==> config.mk <==
export PLATFORM = sky130hd
export DESIGN_NAME = operand_dispatcher
export DESIGN_NICKNAME = d
export VERILOG_FILES = /design/src/rtl/dispatch_pkg.sv /design/src/rtl/op_fifo.sv /design/src/rtl/operand_dispatcher.sv
export SDC_FILE = /design/constraint.sdc
export NUM_CORES = 1
export LEC_CHECK = 0
export BUFFER_PORTS_ARGS = -buffer_cell sky130_fd_sc_hd__buf_2
export CAP_MARGIN = 0
export CORE_MARGIN = 1.5
export CORE_UTILIZATION = 40
export DETAILED_ROUTE_END_ITERATION = 8
export GPL_ROUTABILITY_DRIVEN = 0
export PLACE_DENSITY = 0.66
export SYNTH_ARGS = -nofsm -noshare
export SYNTH_HDL_FRONTEND = slang
export SYNTH_SLANG_ARGS = --single-unit
==> constraint.sdc <==
create_clock -name clk -period 2.5 [get_ports clk]
set_clock_uncertainty 0.05 [all_clocks]
set_input_delay 0.5 -clock clk [delete_from_list [all_inputs] [get_ports clk]]
set_output_delay 0.5 -clock clk [all_outputs]
set_load 0.02 [all_outputs]
==> src/rtl/dispatch_pkg.sv <==
// rtl/dispatch_pkg.sv - shared constants and FSM state type for the operand dispatcher
package dispatch_pkg;
  localparam int DEFAULT_W     = 32;
  localparam int DEFAULT_DEPTH = 4;

  typedef enum logic [1:0] {
    ST_IDLE  = 2'd0,
    ST_ISSUE = 2'd1,
    ST_WAIT  = 2'd2,
    ST_HOLD  = 2'd3
  } state_e;
endpackage

==> src/rtl/op_fifo.sv <==
// rtl/op_fifo.sv - operand pair FIFO, power-of-two depth with wrapping pointers
module op_fifo #(
  parameter int DW    = 64,
  parameter int DEPTH = 4
) (
  input  logic                     clk,
  input  logic                     rst,
  input  logic                     push,
  input  logic [DW-1:0]            push_data,
  input  logic                     pop,
  output logic [DW-1:0]            pop_data,
  output logic                     full,
  output logic                     empty,
  output logic [$clog2(DEPTH):0]   count
);
  localparam int AW = $clog2(DEPTH);
  localparam int CW = AW + 1;

  logic [DW-1:0] mem_q [DEPTH];
  logic [DW-1:0] mem_d [DEPTH];
  logic [AW-1:0] wr_ptr_q, wr_ptr_d;
  logic [AW-1:0] rd_ptr_q, rd_ptr_d;
  logic [CW-1:0] count_q, count_d;
  logic          push_ok, pop_ok;

  assign full     = (count_q == CW'(DEPTH));
  assign empty    = (count_q == '0);
  assign count    = count_q;
  assign pop_data = mem_q[rd_ptr_q];
  assign push_ok  = push && !full;
  assign pop_ok   = pop && !empty;

  always_comb begin
    mem_d    = mem_q;
    wr_ptr_d = wr_ptr_q;
    rd_ptr_d = rd_ptr_q;
    count_d  = count_q;
    if (push_ok) begin
      mem_d[wr_ptr_q] = push_data;
      wr_ptr_d        = wr_ptr_q + AW'(1);
    end
    if (pop_ok) begin
      rd_ptr_d = rd_ptr_q + AW'(1);
    end
    // Simultaneous push and pop leaves occupancy unchanged.
    if (push_ok && !pop_ok) begin
      count_d = count_q + CW'(1);
    end else if (pop_ok && !push_ok) begin
      count_d = count_q - CW'(1);
    end
  end

  always_ff @(posedge clk or negedge rst) begin
    if (!rst) begin
      mem_q    <= '{default: '0};
      wr_ptr_q <= '0;
      rd_ptr_q <= '0;
      count_q  <= '0;
    end else begin
      mem_q    <= mem_d;
      wr_ptr_q <= wr_ptr_d;
      rd_ptr_q <= rd_ptr_d;
      count_q  <= count_d;
    end
  end
endmodule

==> src/rtl/operand_dispatcher.sv <==
// rtl/operand_dispatcher.sv - queues operand pairs and launches them one at a time to a compute unit
module operand_dispatcher
  import dispatch_pkg::*;
#(
  parameter int W     = DEFAULT_W,
  parameter int DEPTH = DEFAULT_DEPTH
) (
  input  logic                     clk,
  input  logic                     rst,
  input  logic                     in_valid,
  output logic                     in_ready,
  input  logic [W-1:0]             in_a,
  input  logic [W-1:0]             in_b,
  output logic                     start,
  output logic [W-1:0]             i1,
  output logic [W-1:0]             i2,
  input  logic [W-1:0]             result,
  input  logic                     done,
  output logic                     out_valid,
  input  logic                     out_ready,
  output logic [W-1:0]             out_data,
  output logic [$clog2(DEPTH):0]   count,
  output logic                     busy
);
  state_e         state_q, state_d;
  logic [W-1:0]   i1_q, i1_d;
  logic [W-1:0]   i2_q, i2_d;
  logic [W-1:0]   out_data_q, out_data_d;
  logic           fifo_pop;
  logic           fifo_full;
  logic           fifo_empty;
  logic [2*W-1:0] fifo_head;

  op_fifo #(
    .DW    (2 * W),
    .DEPTH (DEPTH)
  ) u_fifo (
    .clk       (clk),
    .rst       (rst),
    .push      (in_valid && in_ready),
    .push_data ({in_a, in_b}),
    .pop       (fifo_pop),
    .pop_data  (fifo_head),
    .full      (fifo_full),
    .empty     (fifo_empty),
    .count     (count)
  );

  assign in_ready  = !fifo_full;
  assign start     = (state_q == ST_ISSUE);
  assign out_valid = (state_q == ST_HOLD);
  assign busy      = (state_q != ST_IDLE);
  assign i1        = i1_q;
  assign i2        = i2_q;
  assign out_data  = out_data_q;

  // done is only honoured in WAIT; every other state ignores it.
  always_comb begin
    state_d    = state_q;
    i1_d       = i1_q;
    i2_d       = i2_q;
    out_data_d = out_data_q;
    fifo_pop   = 1'b0;
    case (state_q)
      ST_IDLE: begin
        if (!fifo_empty) begin
          fifo_pop = 1'b1;
          i1_d     = fifo_head[2*W-1:W];
          i2_d     = fifo_head[W-1:0];
          state_d  = ST_ISSUE;
        end
      end
      ST_ISSUE: state_d = ST_WAIT;
      ST_WAIT: begin
        if (done) begin
          out_data_d = result;
          state_d    = ST_HOLD;
        end
      end
      ST_HOLD: begin
        if (out_ready) begin
          state_d = ST_IDLE;
        end
      end
      default: state_d = ST_IDLE;
    endcase
  end

  always_ff @(posedge clk or negedge rst) begin
    if (!rst) begin
      state_q    <= ST_IDLE;
      i1_q       <= '0;
      i2_q       <= '0;
      out_data_q <= '0;
    end else begin
      state_q    <= state_d;
      i1_q       <= i1_d;
      i2_q       <= i2_d;
      out_data_q <= out_data_d;
    end
  end
endmodule

Yosys cells after proc, flatten, opt, wreduce, memory -nomap -nowiden

Cells that the tools add are included.

Memories kept: 0
Flip-flop bits (word level): 361
Memory bits (writable): 0
ROM bits: 0
Input port bits: 101
Latch bits: 0

Add/sub/neg operators: 4
Bitwise operators: 3
Shifts and indexed selects: 0
$mul: 0
Divide/modulo/power cells: 0
Mux-type cells: 14
Order comparisons: 3
Equal/unequal tests: 7
Reduce and logical (&&, ||, !) cells: 17

Operators with widths:

| cell                                                                         | number |
|---|---|
| 256-bit bitwise mux                                                          | 1 |
| 64-bit 2-to-1 mux                                                            | 3 |
| 64-bit binary-select mux with 2-bit select                                   | 1 |
| 64-bit demux with 2-bit select                                               | 1 |
| 2-bit case mux with 4 select lines                                           | 1 |
| 3-bit greater-or-equal comparator, second input constant                     | 2 |
| 1-bit logical AND                                                            | 6 |
| 2-bit 2-to-1 mux                                                             | 3 |
| 3-bit 2-to-1 mux                                                             | 2 |
| 2-bit NOT with 3-bit output                                                  | 2 |
| 2-bit by 1-bit adder with 2-bit output, second input constant                | 2 |
| 2-bit equality test, second input constant                                   | 2 |
| 1-bit logical NOT                                                            | 4 |
| 2-bit inequality test, second input constant                                 | 2 |
| 2-bit AND reduction                                                          | 2 |
| 2-bit nonzero test                                                           | 2 |
| 3-bit by 1-bit adder with 3-bit output, second input constant                | 1 |
| 3-bit equality test, second input constant                                   | 1 |
| 3-bit logical NOT                                                            | 1 |
| 3-bit by 1-bit less-than comparator with 1-bit output, second input constant | 1 |
| 3-bit AND reduction                                                          | 1 |
| 3-bit by 1-bit subtractor with 3-bit output, second input constant           | 1 |
| 2-bit by 1-bit equality test with 1-bit output, second input constant        | 1 |
| 2-bit logical NOT                                                            | 1 |
| other kinds (3)                                                              | 4 |

Longest topological paths before layout

Gate-level depths: netlist of the first run.

Depth after elaboration: 8
Depth in mapped cells: 11
Gate-level depth less buffers: 9

Modules after synthesis

A second synthesis of the first run with hierarchy kept.

Cells, all modules: 873
Area, all modules: 15537.4 um^2

Modules (own cells, without submodules):

| module             | area an instance (um^2) | seq. area each (um^2) | instances | cells an instance |
|---|---|---|---|---|
| op_fifo            | 11549.8                 | 6581.3                | 1         | 652 |
| operand_dispatcher | 3987.6                  | 2452.4                | 1         | 221 |

Worst setup path after synthesis of the first run

OpenSTA, ideal clock, no wires.

Path type: register -> register
Start point: register u_fifo.count_q[0] (netlist: u_fifo.count[0])
End point: register u_fifo.count_q[2] (netlist: u_fifo.count[2])
Arrival: 2.330 ns
Setup time: 0.080 ns
Data required time: 2.370 ns
Cell stages (with the launch flop): 10
Setup slack: 0.040 ns
Cells stage by stage: dfrtp_1 o31ai_2 buf_2 buf_2 ha_1 inv_1 fa_1 xor2_1 nor2_1 xor2_1

Cells in the longest elaborated chain, start to end: 7

Ends and longest elaborated chain:

| what                                                            | RTL line                                                          | source |
|---|---|---|
| start, declared                                                 | op_fifo.sv:23                                                     | `logic [CW-1:0] count_q, count_d;` |
| start signal, assigned                                          | op_fifo.sv:63                                                     | `count_q <= count_d;` |
| 3-bit logical NOT / 3-bit equality test (equally long branches) | op_fifo.sv:27, op_fifo.sv:26                                      |  |
| 1-bit 2-to-1 mux / 1-bit logical NOT (equally long branches)    | operand_dispatcher.sv:66, op_fifo.sv:30, operand_dispatcher.sv:49 |  |
| 1-bit 2-to-1 mux / 1-bit logical AND (equally long branches)    | operand_dispatcher.sv:64, operand_dispatcher.sv:40                |  |
| 1-bit logical AND, on equally long branches                     | op_fifo.sv:31, op_fifo.sv:30                                      |  |
| 1-bit logical NOT, on equally long branches                     | op_fifo.sv:46, op_fifo.sv:48                                      |  |
| 1-bit logical AND, on equally long branches                     | op_fifo.sv:46, op_fifo.sv:48                                      |  |
| 3-bit 2-to-1 mux / 2-bit nonzero test (equally long branches)   | -                                                                 |  |

Parallel ways exist; a longest one is shown, timed or not. The select of a mux whose other input is x is not followed.
A chain may end at the register's enable or synchronous reset.

Worst setup path in the final report of the first run

Start point: register u_fifo.count_q[2] (netlist: u_fifo.count[2])
End point: output port in_ready

Cells in the longest elaborated chain, start to end: 2

Ends and longest elaborated chain:

| what                | RTL line                 | source |
|---|---|---|
| 3-bit equality test | op_fifo.sv:26            | `assign full = (count_q == CW'(DEPTH));` |
| 1-bit logical NOT   | operand_dispatcher.sv:49 | `assign in_ready = !fifo_full;` |
| end, declared       | operand_dispatcher.sv:11 | `output logic in_ready,` |

Every way passes these cells.

==> results.md, run 1 <==
* Power per standard cell area at 1490 nW/µm²
* Total Routing Usage GR at 16.3%
* Final Hold Viols at 0
* Synth unique cells at 24
* LEAKAGE at 0.00874 µW
* DR WL/cell at 19.5 µm
* # rows at 72
* Grt total ovfl at 0
* Complex-gate fraction of the synthesized area at 0.198%
* Nets@finish at 1201
* Max Clk Rate at 428 MHz
* Non-filler cells, final at 1641
* Die Area at 40600 µm²
* Gr busiest metal: met2
* Async SR Flop Fraction at 100%
* Seq/Total Area, Yosys at 57.3%
* Synth Register Bits at 361
* Largest net degree at the start of global routing at 75
* Io pins at 204
* Worst setup margin at 0.161 ns
* 1st-iter DRT viols at 315
* Crit Path Category: register to primary output
* DRC Markers at 0
* Hold crit path type: input pin to register
* Mux share of post-synthesis cell area at 37.3%
* CTS buffer count at 41
* Worst-Margin Slew at 0.567 ns
* Initial antenna violation count at 2
* Setup TNS at 0 ns
* Routed vias/inst at 5.04
* Psw at 8700 µW
* Post-CTS setup buffers at 0
* Die Wd at 202 µm
* Worst skew pair latency at 0.55 ns
* Post-layout minimum cycle time at 2.34 ns
* Number of global-route vias before repair at 9051
* Syn-to-layout area delta at 19.2%
* IO buf count at 203
* Fillers at 3283
* Post-DP Area at 17400 µm²
* Post-route cell area at 18800 µm²
* Post-CTS sizing at 0
* Part of the power in registers at 37.6%
* Final setup vio count at 0
* GR met2 Demand/Resource at 26.0%
* Outcome: finished clean
* Post-Synthesis Cell Area at 15800 µm²
* Slew headroom at 62.2%
* Worst vdd ir at 796 µV
* Via count at 8276
* CP Max Fanout at 5
* Synth Area in XOR/XNOR at 0.333%
* CTS tree: yes
* EDFF count, synth at 0
* Critical Path Source Type: register
* Synth Area in Simple Gates at 0.666%
* Core area at 38800 µm²
* Clk network pwr share at 22.1%
* Crit share post-route at 93.6%
* WP data required at 1.95 ns
* Adder-cell share of the synthesized area at 0.841%
* Avg Cell Area, Syn at 18.2 µm²
* Yosys warnings at 0
* Switch share at 31.0%
* Met1 Use GR at 22.4%
* First-pass GRT wire length at 52300 µm
* Cells after synthesis at 869
* H-tree levels at 2
* Final hold slack at 0.125 ns
* First-pass iteration count of the detailed router at 4
* Longest Clk Path Bufs at 3
* Root Buffer Master: clkbuf_16
* Dpl ws at 0.345 ns
* Die Height at 202 µm
* Fin. max-slew vios at 0
* Post-Syn Nets at 980
* Synth Flop Type: dfrtp_1
* CP arrival at 1.79 ns
* CTS Hold Bufs at 1
* Placed Cells at 1564
* Critical Path Sink Type: primary output
* Final wirelength at 32000 µm
* Logic pwr share at 40.2%
* GR Util met3 at 3.90%
* DP HPWL at 19600 µm
* Clk sinks at 361
* Combinational family with the most area after synthesis: multiplexers
* CTS clk-pin slew, worst paths at 0.06 ns
* Internal power at 19400 µW
* Remaining antenna violation count at 0
* RSZ-0062 raised after global routing: no
* Layout cells sized above 1 at 64.3%
* Initial Util at 40.6%
* Max-Cap Viols at 0
[final cells by class]
type	count	area, µm²	share of cell area (%)
antenna	1	2.50	0.0133
multi-input combinational	449	6220	33.1
inverter	9	33.8	0.180
timing repair buffer	228	1440	7.67
clock buffer	61	1250	6.67
clock inverter	14	160	0.852
tap	518	648	3.45
sequential	361	9040	48.1
[worst paths after layout]
check | to | cells past startpoint | slack (ns) | startpoint
worst min register to register | i1[11] | 1 | 0.45 | i1[11]
worst min-delay path | out_data[7] | 2 | 0.12 | result[7]
worst max register to register | u_fifo.count[1] | 7 | 0.34 | u_fifo.count[2]
min in group asynchronous | u_fifo.mem_q[82] | 2 | 0.40 | rst
worst max-delay path | in_ready | 3 | 0.16 | u_fifo.count[2]
max in group asynchronous | u_fifo.mem_q[235] | 3 | 1.24 | rst
[power by group through the flow]
stage / sequential, µW / combinational (µW) / clock (µW)
after floorplan: 11100 / 8070 / 0
after global placement: 10500 / 11300 / 0
after detailed placement: 10600 / 11500 / 0
after CTS: 10600 / 11500 / 6400
after global routing: 10900 / 12100 / 6640
final: 10600 / 11300 / 6210
[synthesized netlist by cell type (2+ instances only)]
master,n,area (µm²)
buf_1,3,11.3
buf_12,12,240
buf_2,12,60.1
buf_6,13,146
clkbuf_1,9,33.8
dfrtp_1,361,9030
ha_1,9,113
inv_1,9,33.8
mux2_2,235,2650
mux2_4,120,1800
mux4_2,64,1440
nand2_1,2,7.51
nand3_4,4,70.1
nor2_1,2,7.51
xnor2_1,3,26.3
xor2_1,3,26.3
[logic make-up (layout without fill, tap and decap cells)]
family	Yosys count	after routing
compound gates	3	3
xor+xnor	6	6
fa+ha+maj	10	10
buf+inv	59	312
flops	361	361
mux	419	419
other cells	0	1
simple gates	11	11
[metrics by stage]
stage / util [%] / power, µW
after floorplan: - / 19200
final: 48.4 / 28100
after detailed placement: 44.7 / 22100
after global placement: 44.7 / 21800
after global routing: 48.4 / 29700
after CTS: 48.4 / 28500
[routing by layer]
metal	wire (µm)	up-vias
met5	13	-
met4	518	2
met3	1380	48
met2	15300	165
met1	14800	4416
li1	-	3645
[placed cells by master, fill, tap and decap left out, types with 4 or more instances in the layout]
cell type,instances
dfrtp_1,359
buf_2,202
ha_1,9
nand3_4,4
buf_12,18
mux2_4,120
inv_1,9
mux4_2,64
clkbuf_8,11
buf_4,6
mux2_2,235
clkinv_2,6
clkbuf_16,43
clkbuf_1,7
[state kept, by name, indices dropped and copies added (netlist names)]
signal and cells:
i1 32, i2 32, out_data 32, state_q 2, u_fifo.count 3, u_fifo.mem_q 256, u_fifo.rd_ptr_q 2, u_fifo.wr_ptr_q 2
[critical path, stage by stage, from the launching register on]
cell,delay [ns]
dfrtp_1,0.45
or3b_1,0.41
buf_4,0.20
buf_2,0.18
No activity file was read; power rests on OpenSTA's default activity.
==> inputs of run 2 (changes only) <==
--- a/config.mk
+++ b/config.mk
@@ -5,13 +5,15 @@
 export SDC_FILE = /design/constraint.sdc
 export NUM_CORES = 1
 export LEC_CHECK = 0
-export BUFFER_PORTS_ARGS = -buffer_cell sky130_fd_sc_hd__buf_2
+export BUFFER_PORTS_ARGS = -buffer_cell sky130_fd_sc_hd__buf_4
 export CAP_MARGIN = 0
+export CELL_PAD_IN_SITES_DETAIL_PLACEMENT = 0
+export CELL_PAD_IN_SITES_GLOBAL_PLACEMENT = 2
 export CORE_MARGIN = 1.5
-export CORE_UTILIZATION = 40
+export CORE_UTILIZATION = 39
 export DETAILED_ROUTE_END_ITERATION = 8
 export GPL_ROUTABILITY_DRIVEN = 0
-export PLACE_DENSITY = 0.66
+export PLACE_DENSITY = 0.81
 export SYNTH_ARGS = -nofsm -noshare
 export SYNTH_HDL_FRONTEND = slang
 export SYNTH_SLANG_ARGS = --single-unit
==> run 2 against run 1 <==
Net effect: non-clock buffer count rose by 9; largest power group unchanged; power rose by 1.0%; highest routed layer unchanged; via count rose by 0.13%; register-to-register slack got worse by 0.02 ns; sequential cell count did not move; clock-buffer cell count fell by 3; hold slack improved by 0.014 ns; worst setup slack improved by 0.0060 ns; first-iteration DRC count fell by 8.6%; cell count rose by 0.85%; sequential power barely moved.
==> results.md, run 2 (synthesis gave the netlist of run 1 again) <==
* Outcome: finished clean
* Initial antenna violation count at 1
* CP endpoint: in_ready
* Crit share post-route at 93.3%
* Die Height at 204 µm
* Syn-to-layout area delta at 22.3%
* Critical Path, Cell by Cell: or3b_1, buf_4, buf_4
* Worst vdd ir at 711 µV
* Slew headroom at 58.4%
* Clk sinks at 361
* CTS tree: yes
* Max Clk Rate at 429 MHz
* Cell depth of the worst setup path at 3
* Post-CTS sizing at 0
* Nets@finish at 1210
* Psw at 8730 µW
* Antenna Cells at 0
* Core area at 39800 µm²
* Max FFs per register at 256
* Part of the power in registers at 37.6%
* CTS clk-pin slew, worst paths at 0.06 ns
* Grt total ovfl at 0
* Slowest-stage cell, CP: dfrtp_1
* Die Area at 41700 µm²
* Clk network pwr share at 20.7%
* DRC Markers at 0
* FF-to-FF setup slack at 0.32 ns
* Internal power at 19600 µW
* Commonest non-fill, non-tap cell in the layout: dfrtp_1
* GR Util met3 at 3.48%
* DR WL/cell at 20.0 µm
* 1st-iter DRT viols at 288
* Initial Util at 39.6%
* R2R depth at 7
* Worst skew pair latency at 0.54 ns
* Max-Cap Viols at 0
* Final Total Pwr at 28400 µW
* Post-CTS setup buffers at 0
* LEAKAGE at 0.00893 µW
* Hold crit path type: input pin to register
* CP peak stage delay at 0.45 ns
* IO buf count at 203
* CP delay by family, top: flip-flops
* Largest Register: u_fifo.mem_q
* Worst-Margin Slew at 0.624 ns
* Critical Path Sink Type: primary output
* Remaining antenna violation count at 0
* Longest Clk Path Bufs at 3
* Hold Path Depth at 2
* CTS Hold Bufs at 1
* First-pass iteration count of the detailed router at 4
* Met1 Use GR at 22.4%
* Final setup vio count at 0
* Final Hold Viols at 0
* Via count at 8287
* Io pins at 204
* Total Routing Usage GR at 16.3%
* CP arrival at 1.78 ns
* CTS buffer count at 41
* Storage element area at 9040 µm²
* Fillers at 3455
* Critical Path Source: u_fifo.count[2]
* Logic pwr share at 41.8%
* RSZ-0062 raised after global routing: no
* Number of global-route vias before repair at 8905
* Root Buffer Master: clkbuf_16
* Setup TNS at 0 ns
* Final wirelength at 33100 µm
* First-pass GRT wire length at 52500 µm
* # rows at 73
* Layout cells sized above 1 at 64.5%
* WP buf/inv at 2
* Switch share at 30.8%
* CP Max Fanout at 5
* Launching point of the worst reg2reg path: u_fifo.count[2]
* Most frequent cells in the layout: 359 x dfrtp_1, 235 x mux2_2, 216 x buf_4, 120 x mux2_4, 64 x mux4_2
* Multi-input logic area at 6220 µm²
* R2r endpoint: u_fifo.count[1]
* Fin. max-slew vios at 0
* Min-delay src: result[27]
* Routed vias/inst at 5.01
* Crit Path Category: register to primary output
* WP data required at 1.95 ns
* GR met2 Demand/Resource at 25.7%
* Critical Path Source Type: register
* DP HPWL at 20700 µm
* Cell mode on critical path: buf_4
* H-tree levels at 2
* Gr busiest metal: met2
* Post-layout minimum cycle time at 2.33 ns
* Die Wd at 204 µm
* Largest net degree at the start of global routing at 69
* Power per standard cell area at 1470 nW/µm²
[run 2: worst min path at each step]
stage | to | slack [ns]
after floorplan | i1[0] | 0.15
after global placement | u_fifo.mem_q[12] | 0.43
after detailed placement | u_fifo.mem_q[100] | 0.44
after CTS | out_data[29] | 0.1
after global routing | out_data[29] | 0.11
final | out_data[27] | 0.14
[run 2: through the flow]
stage               hold WS [ns]  cells  setup slack (ns)  utilization (%)  cell area, µm²
CTS                       0.0979   1655             0.116             48.5           19300
floorplan                  0.154    869            0.0399                -           15800
detailed placement         0.438   1580             0.334             45.1           18000
global placement           0.432   1580             0.354             45.1           18000
finish                     0.139   1655             0.167             48.5           19300
global route               0.110   1655            0.0832             48.5           19300
[run 2: power groups by stage]
stage	Combinational [µW]	Sequential, µW	Clock, µW
floorplan	8070	11100	0
global placement	11800	10600	0
detailed placement	12100	10700	0
CTS	12100	10700	6050
global route	12700	11000	6300
finish	11800	10700	5860
[run 2: final cells by class]
| cell class | count | area share (%) |
|---|---|---|
| inverter | 9 | 0.175 |
| multi-input combinational | 449 | 32.2 |
| clock buffer | 58 | 6.28 |
| tap | 525 | 3.40 |
| clock inverter | 16 | 0.583 |
| sequential | 361 | 46.8 |
| timing repair buffer | 237 | 10.5 |
[run 2: layer usage]
layer	vias to the layer above	wire (µm)
met4	2	629
met5	-	13
met2	175	15800
met1	4405	15000
li1	3664	-
met3	41	1700
==> inputs of run 3 (changes only) <==
--- a/config.mk
+++ b/config.mk
@@ -13,6 +13,7 @@
 export CORE_UTILIZATION = 39
 export DETAILED_ROUTE_END_ITERATION = 8
 export GPL_ROUTABILITY_DRIVEN = 0
+export GPL_TIMING_DRIVEN = 0
 export PLACE_DENSITY = 0.81
 export SYNTH_ARGS = -nofsm -noshare
 export SYNTH_HDL_FRONTEND = slang
==> run 3 against run 2 <==
Net effect: first-iteration DRC count fell by 12%; register-to-register slack got worse by 0.18 ns; routed wire length down 0.59%; critical path depth increased by 5; utilization up 0.25 points; sequential share of layout area is 0.26 points lower; clock-buffer cell count grew 5; clock power shrank 1%; sequential power is essentially flat.
==> results.md, run 3 (synthesis gave the netlist of run 1 again) <==
* Outcome: finished clean
* Switch share at 30.9%
* Gr busiest metal: met2
* GR Util met3 at 2.79%
* Largest net degree at the start of global routing at 104
* DRC Markers at 0
* Clk sinks at 361
* Launching point of the worst reg2reg path: u_fifo.count[0]
* R2R depth at 8
* Remaining antenna violation count at 0
* RSZ-0062 raised after global routing: no
* Slowest-stage cell, CP: dfrtp_2
* # rows at 73
* Final Hold Viols at 0
* Grt total ovfl at 0
* Cell mode on critical path: inv_1
* First-pass iteration count of the detailed router at 4
* CP peak stage delay at 0.48 ns
* Antenna Cells at 0
* Core area at 39800 µm²
* R2r endpoint: u_fifo.count[1]
* Worst Hold Endpoint: out_data[4]
* Final wirelength at 32900 µm
* Post-layout minimum cycle time at 2.36 ns
* WP data required at 2.88 ns
* CTS tree: yes
* 1st-iter DRT viols at 254
* First-pass GRT wire length at 52800 µm
* Hold Path Depth at 2
* CP delay by family, top: adder cells
* H-tree levels at 2
* WP buf/inv at 3
* DR WL/cell at 19.6 µm
* Longest Clk Path Bufs at 3
* Fillers at 3442
* CP Max Fanout at 6
* Syn-to-layout area delta at 23.0%
* Min-delay src: result[4]
* Worst-Margin Slew at 0.756 ns
* Critical Path, Cell by Cell: or3b_1, buf_6, nand2_1, inv_1, ha_1, inv_1, fa_1, mux2_2
* Critical Path Source: u_fifo.count[0]
* Power per standard cell area at 1460 nW/µm²
* Worst vdd ir at 591 µV
* Die Area at 41700 µm²
* Worst skew pair latency at 0.56 ns
* Commonest non-fill, non-tap cell in the layout: dfrtp_1
* Hold crit path type: input pin to register
* IO buf count at 202
* CTS buffer count at 41
* Internal power at 19600 µW
* CTS clk-pin slew, worst paths at 0.06 ns
* Slew headroom at 49.6%
* Max-Cap Viols at 0
* Logic pwr share at 42.6%
* Placed Cells at 1599
* Via count at 8301
* Io pins at 204
* Crit share post-route at 94.4%
* Crit Path Category: register to register
* Initial Util at 39.6%
* Final setup vio count at 0
* Largest Register: u_fifo.mem_q
* LEAKAGE at 0.00896 µW
* Initial antenna violation count at 1
* CP arrival at 2.74 ns
* Non-filler cells, final at 1676
* Max Clk Rate at 424 MHz
* Final hold slack at 0.131 ns
* Layout cells sized above 1 at 63.6%
* Nets@finish at 1231
* Critical Path Sink Type: register
* Worst setup margin at 0.141 ns
* Fin. max-slew vios at 0
* DP HPWL at 21600 µm
* Most frequent cells in the layout: 359 x dfrtp_1, 235 x mux2_2, 205 x buf_4, 120 x mux2_4, 64 x mux4_2
* Met1 Use GR at 22.6%
* Max FFs per register at 256
* Part of the power in registers at 37.0%
* Total Routing Usage GR at 16.3%
* Final Total Pwr at 28400 µW
* Psw at 8780 µW
* Root Buffer Master: clkbuf_16
* Clk network pwr share at 20.4%
* Routed vias/inst at 4.95
* Die Height at 204 µm
* Number of global-route vias before repair at 9019
* Dpl ws at -0.544 ns
* GR met2 Demand/Resource at 26.1%
* FF-to-FF setup slack at 0.14 ns
* Critical Path Source Type: register
* Die Wd at 204 µm
==> run 3: changes by cell type in the layout (fill, tap and decap cells not counted), moves of 2 or more <==
cell,previous run,this run
buf_6,0,13
buf_2,0,10
dfrtp_4,2,0
buf_1,0,3
buf_4,216,205
clkinv_8,0,2
buf_12,19,13
clkbuf_1,7,23
dfrtp_2,0,2
clkinv_2,13,5
buf_16,0,3
clkbuf_16,43,41
==> run 3: layer usage <==
layer	up-vias	share of wire, %
li1	3725	-
met3	38	3.9
met5	-	0.039
met2	149	48
met4	2	1.9
met1	4387	47
==> run 3: final cells by class <==
| cell class | instances | area, µm² | area share [%] |
|---|---|---|---|
| Inverter | 9 | 33.8 | 0.174 |
| Sequential cell | 361 | 9040 | 46.6 |
| Clock buffer | 63 | 1190 | 6.13 |
| Buffer | 49 | 509 | 2.62 |
| Tap cell | 525 | 657 | 3.39 |
| Multi-Input combinational cell | 449 | 6220 | 32.1 |
| Clock inverter | 11 | 115 | 0.593 |
| Timing Repair Buffer | 209 | 1640 | 8.45 |
==> run 3: how the worst max path moves through the flow <==
stage	depth (start not counted)	to	slack, ns
6_report	8	u_fifo.count[1]	0.14
5_1_grt	8	u_fifo.count[1]	0.02
4_1_cts	8	u_fifo.count[2]	0.05
3_5_place_dp	9	u_fifo.count[2]	-0.54
3_3_place_gp	1	u_fifo.mem_q[83]	-2.67
2_1_floorplan	9	u_fifo.count[2]	0.04
==> run 3: power by group through the flow <==
stage | Clock (µW) | Combinational (µW) | Sequential [µW]
4_1_cts | 5980 | 12300 | 10500
3_3_place_gp | 0 | 12100 | 10500
6_report | 5780 | 12100 | 10500
3_5_place_dp | 0 | 12300 | 10600
2_1_floorplan | 0 | 8070 | 11100
5_1_grt | 6210 | 13000 | 10900
==> run 3: what timing repair did <==
| action | CTS | global route |
|---|---|---|
| endpoints found under the setup margin | 2 | 2 |
| buffers inserted | 0 | 3 |
| pin swaps | 0 | 1 |
| hold buffers | 1 | 0 |
| hold endpoints to repair | 68 | 0 |
| gates resized for setup | 3 | 5 |
==> run 3: per-stage QoR <==
step	area, µm²	setup TNS [ns]	util (%)
final	19400	0	48.7
after global routing	19400	0	48.7
after CTS	19400	0	48.6
after detailed placement	18000	-1.03	45.3
after global placement	18000	-949.34	45.1
after floorplan	15800	0	-
==> run 3: worst reg2reg max path, stage by stage (launching register included) <==
cell and delay (ns):
dfrtp_2 0.48, or3b_1 0.42, buf_6 0.16, nand2_1 0.13, inv_1 0.06, ha_1 0.20
inv_1 0.07, fa_1 0.40, mux2_2 0.26
